==> src/rtl/hack_io_pkg.sv <==
// Shared definitions for the Hack memory-mapped I/O blocks: decode addresses,
// UART transmit FSM states and status-word bit positions.
package hack_io_pkg;

  typedef enum logic [1:0] {
    IDLE,
    START,
    DATA,
    STOP
  } uart_state_t;

  localparam int unsigned ST_BUSY  = 0;
  localparam int unsigned ST_FULL  = 1;
  localparam int unsigned ST_EMPTY = 2;
  localparam int unsigned ST_OVF   = 3;

  localparam logic [14:0] SEG_ADDR  = 15'h6002;
  localparam logic [14:0] LED_ADDR  = 15'h6003;
  localparam logic [14:0] UART_ADDR = 15'h6004;

  localparam int unsigned UART_CTRL_BIT = 15;

  // Clock cycles per serial bit, truncated.
  function automatic int unsigned baud_divisor(input int unsigned clk_freq,
                                               input int unsigned baud);
    return clk_freq / baud;
  endfunction

endpackage

==> src/rtl/uart_tx_port_if.sv <==
// Bridge-side bus for the UART transmit port: write strobe/data in, status and serial line out.
interface uart_tx_port_if;

  logic        wr_en;
  logic [15:0] wr_data;
  logic [15:0] status;
  logic        tx;

  modport master (
    output wr_en,
    output wr_data,
    input  status,
    input  tx
  );

  modport slave (
    input  wr_en,
    input  wr_data,
    output status,
    output tx
  );

endinterface

==> src/rtl/sync_fifo.sv <==
// Single-clock first-word-fall-through FIFO; pointers carry an extra wrap bit so that
// full and empty are distinguishable without an occupancy counter.
module sync_fifo #(
  parameter int unsigned Width = 8,
  parameter int unsigned Depth = 4
) (
  input  logic             clk,
  input  logic             reset,
  input  logic             i_push,
  input  logic [Width-1:0] i_wdata,
  input  logic             i_pop,
  output logic [Width-1:0] o_rdata,
  output logic             o_full,
  output logic             o_empty
);

  localparam int unsigned AddrW = (Depth > 1) ? $clog2(Depth) : 1;
  localparam logic [AddrW:0] PtrOne = (AddrW + 1)'(1);

  logic [AddrW:0]   r_wptr;
  logic [AddrW:0]   r_rptr;
  logic [Width-1:0] r_mem [Depth];
  logic             w_push;
  logic             w_pop;

  assign o_empty = (r_wptr == r_rptr);
  assign o_full  = (r_wptr[AddrW] != r_rptr[AddrW]) &&
                   (r_wptr[AddrW-1:0] == r_rptr[AddrW-1:0]);

  // A same-cycle pop frees the slot the push lands in.
  assign w_pop  = i_pop && !o_empty;
  assign w_push = i_push && (!o_full || w_pop);

  always_ff @(posedge clk or posedge reset) begin
    if (reset) begin
      r_wptr <= '0;
      r_rptr <= '0;
    end else begin
      if (w_push) r_wptr <= r_wptr + PtrOne;
      if (w_pop)  r_rptr <= r_rptr + PtrOne;
    end
  end

  always_ff @(posedge clk) begin
    if (w_push) r_mem[r_wptr[AddrW-1:0]] <= i_wdata;
  end

  assign o_rdata = r_mem[r_rptr[AddrW-1:0]];

endmodule

==> src/rtl/uart_tx_port.sv <==
// Memory-mapped 8N1 serial transmitter: CPU writes queue bytes in a FIFO, an FSM shifts
// them out LSB first, and a status word reports busy/full/empty/overflow.
module uart_tx_port
  import hack_io_pkg::*;
#(
  parameter int unsigned CLK_FREQ   = 12_500_000,
  parameter int unsigned BAUD       = 115_200,
  parameter int unsigned FIFO_DEPTH = 4
) (
  input  logic           clk,
  input  logic           reset,
  uart_tx_port_if.slave  bus
);

  localparam int unsigned DIVISOR = baud_divisor(CLK_FREQ, BAUD);
  localparam int unsigned CntW    = $clog2(DIVISOR);
  localparam logic [CntW-1:0] CntReload = CntW'(DIVISOR - 1);
  localparam logic [CntW-1:0] CntOne    = CntW'(1);

  uart_state_t     r_state;
  uart_state_t     w_state_next;
  logic [CntW-1:0] r_baud_cnt;
  logic [CntW-1:0] w_baud_next;
  logic [2:0]      r_bit_idx;
  logic [2:0]      w_bit_next;
  logic [7:0]      r_shift;
  logic [7:0]      w_shift_next;
  logic            r_tx;
  logic            w_tx_next;
  logic            r_overflow;

  logic            w_data_wr;
  logic            w_ctrl_wr;
  logic            w_drop;
  logic            w_pop;
  logic            w_tick;
  logic            w_fifo_full;
  logic            w_fifo_empty;
  logic [7:0]      w_fifo_rdata;

  assign w_data_wr = bus.wr_en && !bus.wr_data[UART_CTRL_BIT];
  assign w_ctrl_wr = bus.wr_en &&  bus.wr_data[UART_CTRL_BIT];
  assign w_drop    = w_data_wr && w_fifo_full && !w_pop;
  assign w_tick    = (r_baud_cnt == '0);

  sync_fifo #(
    .Width (8),
    .Depth (FIFO_DEPTH)
  ) u_fifo (
    .clk     (clk),
    .reset   (reset),
    .i_push  (w_data_wr),
    .i_wdata (bus.wr_data[7:0]),
    .i_pop   (w_pop),
    .o_rdata (w_fifo_rdata),
    .o_full  (w_fifo_full),
    .o_empty (w_fifo_empty)
  );

  always_comb begin
    w_state_next = r_state;
    w_baud_next  = w_tick ? '0 : r_baud_cnt - CntOne;
    w_bit_next   = r_bit_idx;
    w_shift_next = r_shift;
    w_pop        = 1'b0;

    case (r_state)
      IDLE: begin
        if (!w_fifo_empty) begin
          w_pop        = 1'b1;
          w_shift_next = w_fifo_rdata;
          w_baud_next  = CntReload;
          w_state_next = START;
        end
      end
      START: begin
        if (w_tick) begin
          w_bit_next   = '0;
          w_baud_next  = CntReload;
          w_state_next = DATA;
        end
      end
      DATA: begin
        if (w_tick) begin
          w_baud_next = CntReload;
          if (r_bit_idx == 3'd7) begin
            w_state_next = STOP;
          end else begin
            w_bit_next   = r_bit_idx + 3'd1;
            w_shift_next = {1'b0, r_shift[7:1]};
          end
        end
      end
      STOP: begin
        // Chain straight into the next start bit when more data is queued.
        if (w_tick) begin
          if (!w_fifo_empty) begin
            w_pop        = 1'b1;
            w_shift_next = w_fifo_rdata;
            w_baud_next  = CntReload;
            w_state_next = START;
          end else begin
            w_state_next = IDLE;
          end
        end
      end
      default: w_state_next = IDLE;
    endcase
  end

  always_comb begin
    w_tx_next = 1'b1;
    case (r_state)
      START:   w_tx_next = 1'b0;
      DATA:    w_tx_next = r_shift[0];
      default: w_tx_next = 1'b1;
    endcase
  end

  always_ff @(posedge clk or posedge reset) begin
    if (reset) begin
      r_state    <= IDLE;
      r_baud_cnt <= '0;
      r_bit_idx  <= '0;
      r_shift    <= '0;
      r_tx       <= 1'b1;
      r_overflow <= 1'b0;
    end else begin
      r_state    <= w_state_next;
      r_baud_cnt <= w_baud_next;
      r_bit_idx  <= w_bit_next;
      r_shift    <= w_shift_next;
      r_tx       <= w_tx_next;
      if (w_drop)         r_overflow <= 1'b1;
      else if (w_ctrl_wr) r_overflow <= 1'b0;
    end
  end

  always_comb begin
    bus.status           = '0;
    bus.status[ST_BUSY]  = (r_state != IDLE) || !w_fifo_empty;
    bus.status[ST_FULL]  = w_fifo_full;
    bus.status[ST_EMPTY] = w_fifo_empty;
    bus.status[ST_OVF]   = r_overflow;
  end

  assign bus.tx = r_tx;

endmodule

==> src/flat_wrapper.sv <==
// flat-port wrapper written by rule: the top's interface ports become plain ports
module uart_tx_port_flat import hack_io_pkg::*;
#(
  parameter int unsigned CLK_FREQ   = 12_500_000,
  parameter int unsigned BAUD       = 115_200,
  parameter int unsigned FIFO_DEPTH = 4
)
  (clk, reset, bus_wr_en, bus_wr_data, bus_status, bus_tx);
  uart_tx_port_if bus_i ();
  input  logic clk;
  input  logic reset;
  input wire logic [$bits(bus_i.wr_en)-1:0] bus_wr_en;
  input wire logic [$bits(bus_i.wr_data)-1:0] bus_wr_data;
  output wire logic [$bits(bus_i.status)-1:0] bus_status;
  output wire logic [$bits(bus_i.tx)-1:0] bus_tx;
  assign bus_i.wr_en = bus_wr_en;
  assign bus_i.wr_data = bus_wr_data;
  assign bus_status = bus_i.status;
  assign bus_tx = bus_i.tx;
  uart_tx_port #(.CLK_FREQ(CLK_FREQ), .BAUD(BAUD), .FIFO_DEPTH(FIFO_DEPTH)) u_core (.clk(clk), .reset(reset), .bus(bus_i));
endmodule
==> config.mk <==
export PLATFORM = sky130hd
export DESIGN_NAME = uart_tx_port_flat
export DESIGN_NICKNAME = d
export VERILOG_FILES = /design/src/rtl/hack_io_pkg.sv /design/src/rtl/uart_tx_port_if.sv /design/src/rtl/sync_fifo.sv /design/src/rtl/uart_tx_port.sv /design/src/flat_wrapper.sv
export SDC_FILE = /design/constraint.sdc
export NUM_CORES = 1
export LEC_CHECK = 0
export BUFFER_PORTS_ARGS = -buffer_cell sky130_fd_sc_hd__buf_2
export CAP_MARGIN = 20
export CELL_PAD_IN_SITES_DETAIL_PLACEMENT = 1
export CELL_PAD_IN_SITES_GLOBAL_PLACEMENT = 1
export CORE_MARGIN = 2
export CORE_UTILIZATION = 52
export CTS_CLUSTER_DIAMETER = 120
export DETAILED_ROUTE_END_ITERATION = 16
export MAX_ROUTING_LAYER = met4
export PLACE_DENSITY_LB_ADDON = 0.1
export SYNTH_ARGS = -nofsm -noshare
export SYNTH_HDL_FRONTEND = slang
export SYNTH_HIERARCHICAL = 1
export SYNTH_SLANG_ARGS = --single-unit
==> constraint.sdc <==
create_clock -name clk -period 3.7 [get_ports clk]
set_input_delay 0 -clock clk [delete_from_list [all_inputs] [get_ports clk]]
set_output_delay 0 -clock clk [all_outputs]
set_load 0.05 [all_outputs]
==> flow_summary.json, run 1 <==
{
  "slowest_delay_ns": 0.70,
  "antenna_found_initial": 0,
  "grt_setup_unrepaired": "no",
  "finalCriticalPeriod_ns": 2.74,
  "worstPathCellList": "xor2_4, nor3_1, buf_4, nor3_1, buf_4, or4_4, and3_1",
  "syn_inst": 220,
  "finalCritPeriodShare_pct": 74.1,
  "avgSynthCellArea_um2": 14.1,
  "syn-cell-area_um2": 3100,
  "dieArea_um2": 6600,
  "htree_num_levels": 3,
  "cp.arrival_ns": 2.78,
  "setup_viol": 0,
  "routed_wl_um": 5990,
  "grt_max_degree": 23,
  "cp-end-kind": "register",
  "vias": 1854,
  "cts_inserted_buffers": 9,
  "drv_cap": 0,
  "area_growth_pct": 12.0,
  "synth_top_cells_by_area": "edfxtp_1, dfrtp_1, mux4_1, ha_1, buf_4",
  "fin_nets": 283,
  "async_reset_ff_share_pct": 46.7,
  "timing.fmax_mhz": 365,
  "hold_viol": 0,
  "cp_slowest_cell": "dfrtp_1",
  "ir_drop_v": 0.000448,
  "netlist.top_cell.by_area": "edfxtp_1",
  "drtIter0Drc": 72,
  "cts_sinks": 60,
  "synth_edf_count": 32,
  "drc": 0,
  "rows": 28,
  "yosys.cell_count.top_type": "edfxtp_1",
  "start_util_pct": 53.0,
  "grt_usage_pct": 21.6,
  "synth_top_area_share_pct": 31.0,
  "die_h_um": 81.3,
  "power.total_mw": 3.02,
  "p_leak_nw": 1.42,
  "crit_required_ns": 3.74,
  "report.final.slew_viol_count": 0,
  "fin_skew_ns": 0.00615,
  "synth_warnings": 6,
  "cts_tree": "built",
  "clkLatencyLatePin_ns": 0.33,
  "io_pins": 36,
  "die_width_um": 81.3,
  "drt_first_pass_iters": 4,
  "hpwl_um": 4200,
  "port_buffers": 16,
  "routabilityCongestion": 0.761,
  "setup_tns_ns": 0,
  "p_per_area_nw_per_um2": 870,
  "synth_cell_types": 54,
  "grt_pass1_wl_um": 9960,
  "path_class": "reg2reg",
  "drive_gt1_share_pct": 23.4,
  "synthFlopType": "edfxtp_1",
  "core_um2": 5850,
  "cts_resized": 0,
  "status": "finished, final reports clean",
  "grt_pass1_vias": 2034,
  "place_area_um2": 3180,
  "max_slew_margin_pct": 42.7,
  "synth-seq-area-share_pct": 53.6,
  "wl_per_cell_um": 18.1,
  "clockBufferDepth": 2,
  "tightest_slew_ns": 0.858,
  "root_buffer": "clkbuf_8",
  "gr-total-overflow": 0,
  "clk_pin_slew_ns": 0.07,
  "yosys-top-cells-count": "edfxtp_1, dfrtp_1, buf_4, inv_1, ha_1",
  "worstSetupStartpointType": "register",
  "vias_per_cell": 5.60,
  "final_area_um2": 3470,
  "ant_nets": 0,
  "diodes": 0,
  "min_path_type": "in2reg",
  "crit_fanout": 11,
  "post_cts_buffers": 0,
  "ys_ff_latch": 60
}
logic make-up after synthesis:
group	after synthesis	share of synthesized area (%)
adder cells (fa/ha/maj)	13	5.24
AO/OA/AOI/OAI	41	11.9
multiplexers	13	8.55
flip-flops	60	53.6
buffers and inverters	36	6.94
XOR/XNOR	11	4.31
other	1	0.121
AND/OR/NAND/NOR	45	9.40
cell type report:
| type | count | area (um^2) |
|---|---|---|
| Multi-Input combinational cell | 135 | 1270 |
| Inverter | 14 | 52.6 |
| Clock inverter | 7 | 52.6 |
| Tap cell | 75 | 93.8 |
| Timing Repair Buffer | 31 | 223 |
| Clock buffer | 9 | 124 |
| Fill cell | 558 | 2380 |
| Sequential cell | 60 | 1660 |
final timing paths:
path / startpoint / end / slack [ns] / cells after the start
worst max-delay path: u_core/u_fifo/r_rptr[1] / u_core/u_fifo/r_mem[0][2] / 0.96 / 7
worst min-delay path: bus_wr_data[15] / u_core/u_fifo/r_wptr[0] / 0.04 / 4
worst max register to register: u_core/u_fifo/r_rptr[1] / u_core/u_fifo/r_mem[0][2] / 0.96 / 7
worst min register to register: u_core/r_shift[0] / u_core/bus.tx / 0.51 / 2
max in group asynchronous: reset / u_core/r_shift[1] / 2.77 / 3
min in group asynchronous: reset / u_core/u_fifo/r_rptr[0] / 0.14 / 3
cells in the final DEF, fill, tap and decap left out, types with 8 or more instances in the layout:
cell	count
edfxtp_1	32
nor3_1	8
dlygate4sd3_1	12
buf_2	16
mux4_1	8
clkbuf_8	9
ha_1	13
inv_1	14
conb_1	12
dfrtp_1	27
critical path: cells and delay by family (launching register included):
family | cells | cell delay [ns]
buffers and inverters | 2 | 0.37
XOR/XNOR | 1 | 0.20
AND/OR/NAND/NOR | 4 | 1.17
flip-flops | 1 | 0.70
sequential cells by signal, summed over array words and instances (netlist names):
signal and count:
u_core/r_bit_idx 3, u_core/r_state 2, u_core/r_baud_cnt 7, u_core/bus.tx 1
u_core/r_overflow 1, u_core/u_fifo/r_mem 32, u_core/r_shift 8, u_core/u_fifo/r_rptr 3
u_core/u_fifo/r_wptr 3
power by group:
part | internal, mW | total (mW) | switching, mW
clock network | 0.246 | 0.520 | 0.274
logic | 0.592 | 1.43 | 0.835
registers | 0.907 | 1.08 | 0.169
total | 1.75 | 3.02 | 1.28
layer usage:
layer | global-route usage (%) | vias to the layer above | part of all wire (%)
li1 | - | 872 | -
met4 | 8.31 | 0 | 1.3
met3 | 5.22 | 9 | 3.0
met2 | 37.7 | 33 | 55
met1 | 24.1 | 940 | 41
met5 | - | - | 0
per-stage QoR:
stage | setup slack [ns] | instances | utilization [%] | hold slack, ns
3_3_place_gp | 0.985 | 303 | 54.3 | -0.0617
6_report | 0.957 | 331 | 59.4 | 0.0400
2_1_floorplan | 1.17 | 231 | - | -0.209
4_1_cts | 0.908 | 331 | 59.4 | 0.0249
5_1_grt | 0.811 | 331 | 59.4 | 0.0523
3_5_place_dp | 0.928 | 303 | 54.3 | -0.0505
repair_timing:
item,in CTS,in global routing
endpoints found under the hold margin,60,0
endpoints found under the setup margin,0,0
hold buffers,12,0
(Power assumes the default switching activity.)
==> run 2: changes to the inputs <==
- CORE_UTILIZATION: 52 -> 43
- clock period: 3.7 -> 2.5 ns (I/O delays scaled with it)
==> flow_summary.json, run 2 (synthesis results as in run 1) <==
{
  "status": "finished, final reports clean",
  "cp-end-kind": "register",
  "fin_skew_ns": 0.0127,
  "antenna_found_initial": 0,
  "grt_pass1_vias": 2020,
  "die_width_um": 89.0,
  "worst_hold_startpoint": "bus_wr_data[15]",
  "min_path_type": "in2reg",
  "drtIter0Drc": 70,
  "io_pins": 36,
  "setup_viol": 0,
  "hpwl_um": 4340,
  "grt_usage_pct": 17.9,
  "layout_commonest_cell": "edfxtp_1",
  "setup_tns_ns": 0,
  "p_leak_nw": 1.44,
  "gr-total-overflow": 0,
  "htree_num_levels": 3,
  "slowest_delay_ns": 0.56,
  "p_per_area_nw_per_um2": 1280,
  "dieArea_um2": 7910,
  "worstPathCellList": "xnor2_1, nor3_2, nand3_1, dlygate4sd3_1, o21ai_0, dlygate4sd3_1",
  "cts_inserted_buffers": 9,
  "largest_reg_flops": 32,
  "routabilityCongestion": 0.828,
  "place_inst": 328,
  "rows": 30,
  "ir_drop_v": 0.000667,
  "start_util_pct": 44.9,
  "clkLatencyLatePin_ns": 0.34,
  "clockBufferDepth": 2,
  "crit_fanout": 4,
  "finalCriticalPeriod_ns": 2.34,
  "cp_slowest_cell": "dlygate4sd3_1",
  "drive_gt1_share_pct": 26.5,
  "core_um2": 6910,
  "ant_nets": 0,
  "grt_max_degree": 23,
  "startpoint": "u_core/u_fifo/r_rptr[2]",
  "cp.arrival_ns": 2.55,
  "finalCritPeriodShare_pct": 93.5,
  "die_h_um": 89.0,
  "grt_pass1_wl_um": 10200,
  "whs_ns": 0.0493,
  "stdcell_count": 356,
  "timing.fmax_mhz": 428,
  "path_class": "reg2reg",
  "clk_pin_slew_ns": 0.08,
  "report.final.slew_viol_count": 0,
  "root_buffer": "clkbuf_8",
  "tightest_slew_ns": 0.886,
  "drt_first_pass_iters": 4,
  "power.total_mw": 4.54,
  "final_cell_mix": "edfxtp_1, dfrtp_1, buf_2",
  "hold_viol": 0,
  "wl_per_cell_um": 17.1,
  "diodes": 0,
  "worstSetupStartpointType": "register",
  "port_buffers": 16,
  "crit_required_ns": 2.72,
  "fin_nets": 287,
  "crit_top_cell": "dlygate4sd3_1",
  "routed_wl_um": 6100,
  "reg2reg_from": "u_core/u_fifo/r_rptr[2]",
  "grt_setup_unrepaired": "no",
  "max_slew_margin_pct": 40.9,
  "drv_cap": 0,
  "cts_tree": "built",
  "vias": 1893,
  "drc": 0,
  "post_cts_buffers": 0,
  "area_growth_pct": 14.0,
  "vias_per_cell": 5.32,
  "cts_sinks": 60
}
==> run 2: worst paths after layout <==
kind,end,slack (ns),cells after the start
min,u_core/u_fifo/r_wptr[0],0.05,4
max in group asynchronous,u_core/r_baud_cnt[6],1.53,3
min reg2reg,u_core/r_baud_cnt[0],0.50,1
min in group asynchronous,u_core/u_fifo/r_rptr[2],0.14,3
max reg2reg,u_core/r_overflow,0.16,6
max,u_core/r_overflow,0.16,6
==> run 2: layout make-up <==
type,instances,area [um^2]
Fill cell,714,3370
Sequential cell,60,1660
Multi-Input combinational cell,135,1270
Timing Repair Buffer,35,253
Clock buffer,9,124
Tap cell,96,120
Inverter,14,52.6
Clock inverter,7,51.3
==> run 2: report_power, final <==
group	total, mW	switching (mW)	internal (mW)
logic	2.20	1.28	0.916
clock network	0.773	0.412	0.362
registers	1.57	0.225	1.34
total	4.54	1.92	2.62
==> run 2: critical path: cells and delay by family, from the launching register on <==
kind                      cells  cell delay, ns
buffers and inverters         2            1.10
and+or+nand+nor               2            0.17
DFF                           1            0.44
AOI/OAI and AO/OA             1            0.06
xor gates and xnor gates      1            0.44
==> run 2: metal layers <==
| layer | track usage (%) | vias up | wire length, um |
|---|---|---|---|
| li1 | - | 881 | - |
| met1 | 21.6 | 964 | 2660 |
| met2 | 29.6 | 40 | 3170 |
| met3 | 4.89 | 8 | 198 |
| met4 | 5.29 | 0 | 68 |
| met5 | - | - | 0 |
==> run 2: stage by stage <==
stage | worst slack [ns] | cell area [um^2] | utilization (%)
after floorplan | 0.0296 | 3150 | -
after global placement | 0.146 | 3230 | 46.8
after detailed placement | 0.0782 | 3230 | 46.8
after CTS | 0.0387 | 3530 | 51.1
after global routing | 0.0161 | 3540 | 51.2
final | 0.163 | 3540 | 51.2
==> run 2: repair_timing <==
action                     in CTS  in global routing
setup endpoints to repair       0                 33
hold endpoints to repair       60                  0
gates resized for setup         0                  5
hold buffers                   12                  0
==> run 3: changes to the inputs <==
- CORE_UTILIZATION: 43 -> 45
- CTS_BUF_LIST: unset -> sky130_fd_sc_hd__clkbuf_4 sky130_fd_sc_hd__clkbuf_8
==> flow_summary.json, run 3 (synthesis results as in run 1) <==
{
  "status": "finished, final reports clean",
  "rows": 30,
  "start_util_pct": 46.2,
  "hold_viol": 0,
  "area_growth_pct": 15.2,
  "reg2reg_from": "u_core/r_baud_cnt[0]",
  "root_buffer": "clkbuf_8",
  "path_class": "reg2reg",
  "drive_gt1_share_pct": 27.7,
  "ant_nets": 0,
  "hpwl_um": 4270,
  "report.final.slew_viol_count": 0,
  "finalCritPeriodShare_pct": 94.8,
  "internal_power_mw": 2.84,
  "cts_sinks": 60,
  "r2r_cells": 7,
  "worst_hold_startpoint": "bus_wr_data[15]",
  "clkLatencyLatePin_ns": 0.35,
  "setup_viol": 0,
  "dieArea_um2": 7580,
  "clk_pin_slew_ns": 0.07,
  "regToRegSetupSlack_ns": 0.13,
  "power.share.sequential_pct": 32.9,
  "worstSetupStartpointType": "register",
  "cts_tree": "built",
  "max_slew_margin_pct": 38.2,
  "combPwrFrac_pct": 46.3,
  "min_path_type": "in2reg",
  "setup_tns_ns": 0,
  "final_cell_mix": "edfxtp_1, dfrtp_1, buf_2",
  "drc": 0,
  "stdcell_count": 340,
  "timing.fmax_mhz": 422,
  "ir_drop_v": 0.000740,
  "min_to": "u_core/u_fifo/r_wptr[0]",
  "grt_pass1_wl_um": 10400,
  "largest_reg_flops": 32,
  "grt_max_degree": 23,
  "p_sw_mw": 1.95,
  "die_h_um": 87.0,
  "io_pins": 36,
  "vias": 1893,
  "drtIter0Drc": 80,
  "core_um2": 6720,
  "fin_skew_ns": 0.00810,
  "die_width_um": 87.0,
  "vias_per_cell": 5.57,
  "grt_pass1_vias": 2023,
  "clockBufferDepth": 2,
  "crit_required_ns": 2.58,
  "crit_fanout": 8,
  "drt_first_pass_iters": 4,
  "finalCriticalPeriod_ns": 2.37,
  "min_delay_path_depth": 4,
  "routabilityCongestion": 0.785,
  "p_sw_share_pct": 40.8,
  "diodes": 0,
  "grt_setup_unrepaired": "no",
  "gr-total-overflow": 0,
  "port_buffers": 16,
  "fillCellCount": 674,
  "r2r_end": "u_core/u_fifo/r_mem[0][2]",
  "layout_commonest_cell": "edfxtp_1",
  "place_inst": 312,
  "power_frac_clock_pct": 20.8,
  "p_leak_nw": 1.46,
  "cp-end-kind": "register",
  "fin_nets": 287,
  "tightest_slew_ns": 0.926,
  "htree_num_levels": 3,
  "wl_per_cell_um": 18.2,
  "cp.arrival_ns": 2.45,
  "antenna_found_initial": 0,
  "routed_wl_um": 6200,
  "grt_usage_pct": 19.0,
  "drv_cap": 0,
  "cts_inserted_buffers": 9,
  "p_per_area_nw_per_um2": 1340
}
## run 3: stage by stage
stage               setup slack [ns]  total power, mW  area (um^2)  util (%)  hold slack [ns]
floorplan                     0.0296             3.29         3150         -           -0.209
global placement               0.142             3.60         3210      47.8          -0.0587
detailed placement            0.0863             3.74         3210      47.8          -0.0473
CTS                           0.0759             4.79         3560      52.9           0.0185
global route                  0.0124             5.08         3570      53.2           0.0715
finish                         0.131             4.79         3570      53.2           0.0216
## run 3: power groups by stage
stage / Sequential [mW] / Clock (mW) / Combinational [mW]
2_1_floorplan: 1.55 / 0 / 1.74
6_report: 1.57 / 0.997 / 2.22
3_3_place_gp: 1.56 / 0 / 2.04
4_1_cts: 1.57 / 1.02 / 2.20
5_1_grt: 1.62 / 1.07 / 2.40
3_5_place_dp: 1.59 / 0 / 2.15
## run 3: worst max-delay path by stage
stage / startpoint / to / cells after the start
floorplan: u_core/r_baud_cnt[0] / u_core/u_fifo/r_mem[0][0] / 7
global placement: u_core/r_baud_cnt[0] / u_core/u_fifo/r_mem[3][7] / 8
detailed placement: u_core/r_baud_cnt[0] / u_core/u_fifo/r_mem[0][6] / 7
CTS: u_core/r_baud_cnt[0] / u_core/u_fifo/r_mem[0][1] / 7
global route: u_core/r_baud_cnt[0] / u_core/u_fifo/r_mem[0][6] / 7
finish: u_core/r_baud_cnt[0] / u_core/u_fifo/r_mem[0][2] / 7
## run 3: routing by layer
layer	share of wire [%]	up-vias	GRT usage, %	wire, um
met2	52	44	31.0	3230
li1	-	881	-	-
met1	43	956	23.0	2640
met4	1.4	0	5.54	88
met3	3.8	12	5.69	236
met5	0	-	-	0
## run 3: area by class of cell
| type | count | area, um^2 | area share (%) |
|---|---|---|---|
| Sequential cell | 60 | 1670 | 46.6 |
| Multi-Input combinational cell | 135 | 1280 | 35.8 |
| Timing Repair Buffer | 35 | 253 | 7.07 |
| Clock buffer | 9 | 124 | 3.47 |
| Tap cell | 80 | 100 | 2.80 |
| Clock inverter | 7 | 98.8 | 2.77 |
| Inverter | 14 | 52.6 | 1.47 |
## run 3: timing repair
| action | CTS | global route |
|---|---|---|
| buffers inserted | 0 | 0 |
| endpoints found under the hold margin | 60 | 0 |
| endpoints found under the setup margin | 0 | 33 |
| resized for setup | 0 | 9 |
| hold buffers | 12 | 0 |
## run 3: critical path, cell delays in order, from the launching register on
cell and delay, ns:
dfrtp_1 0.40, inv_1 0.06, ha_1 0.22, nor3b_1 0.16, a41oi_1 0.28, nor3_2 0.07
or4_4 0.58, and3_2 0.34
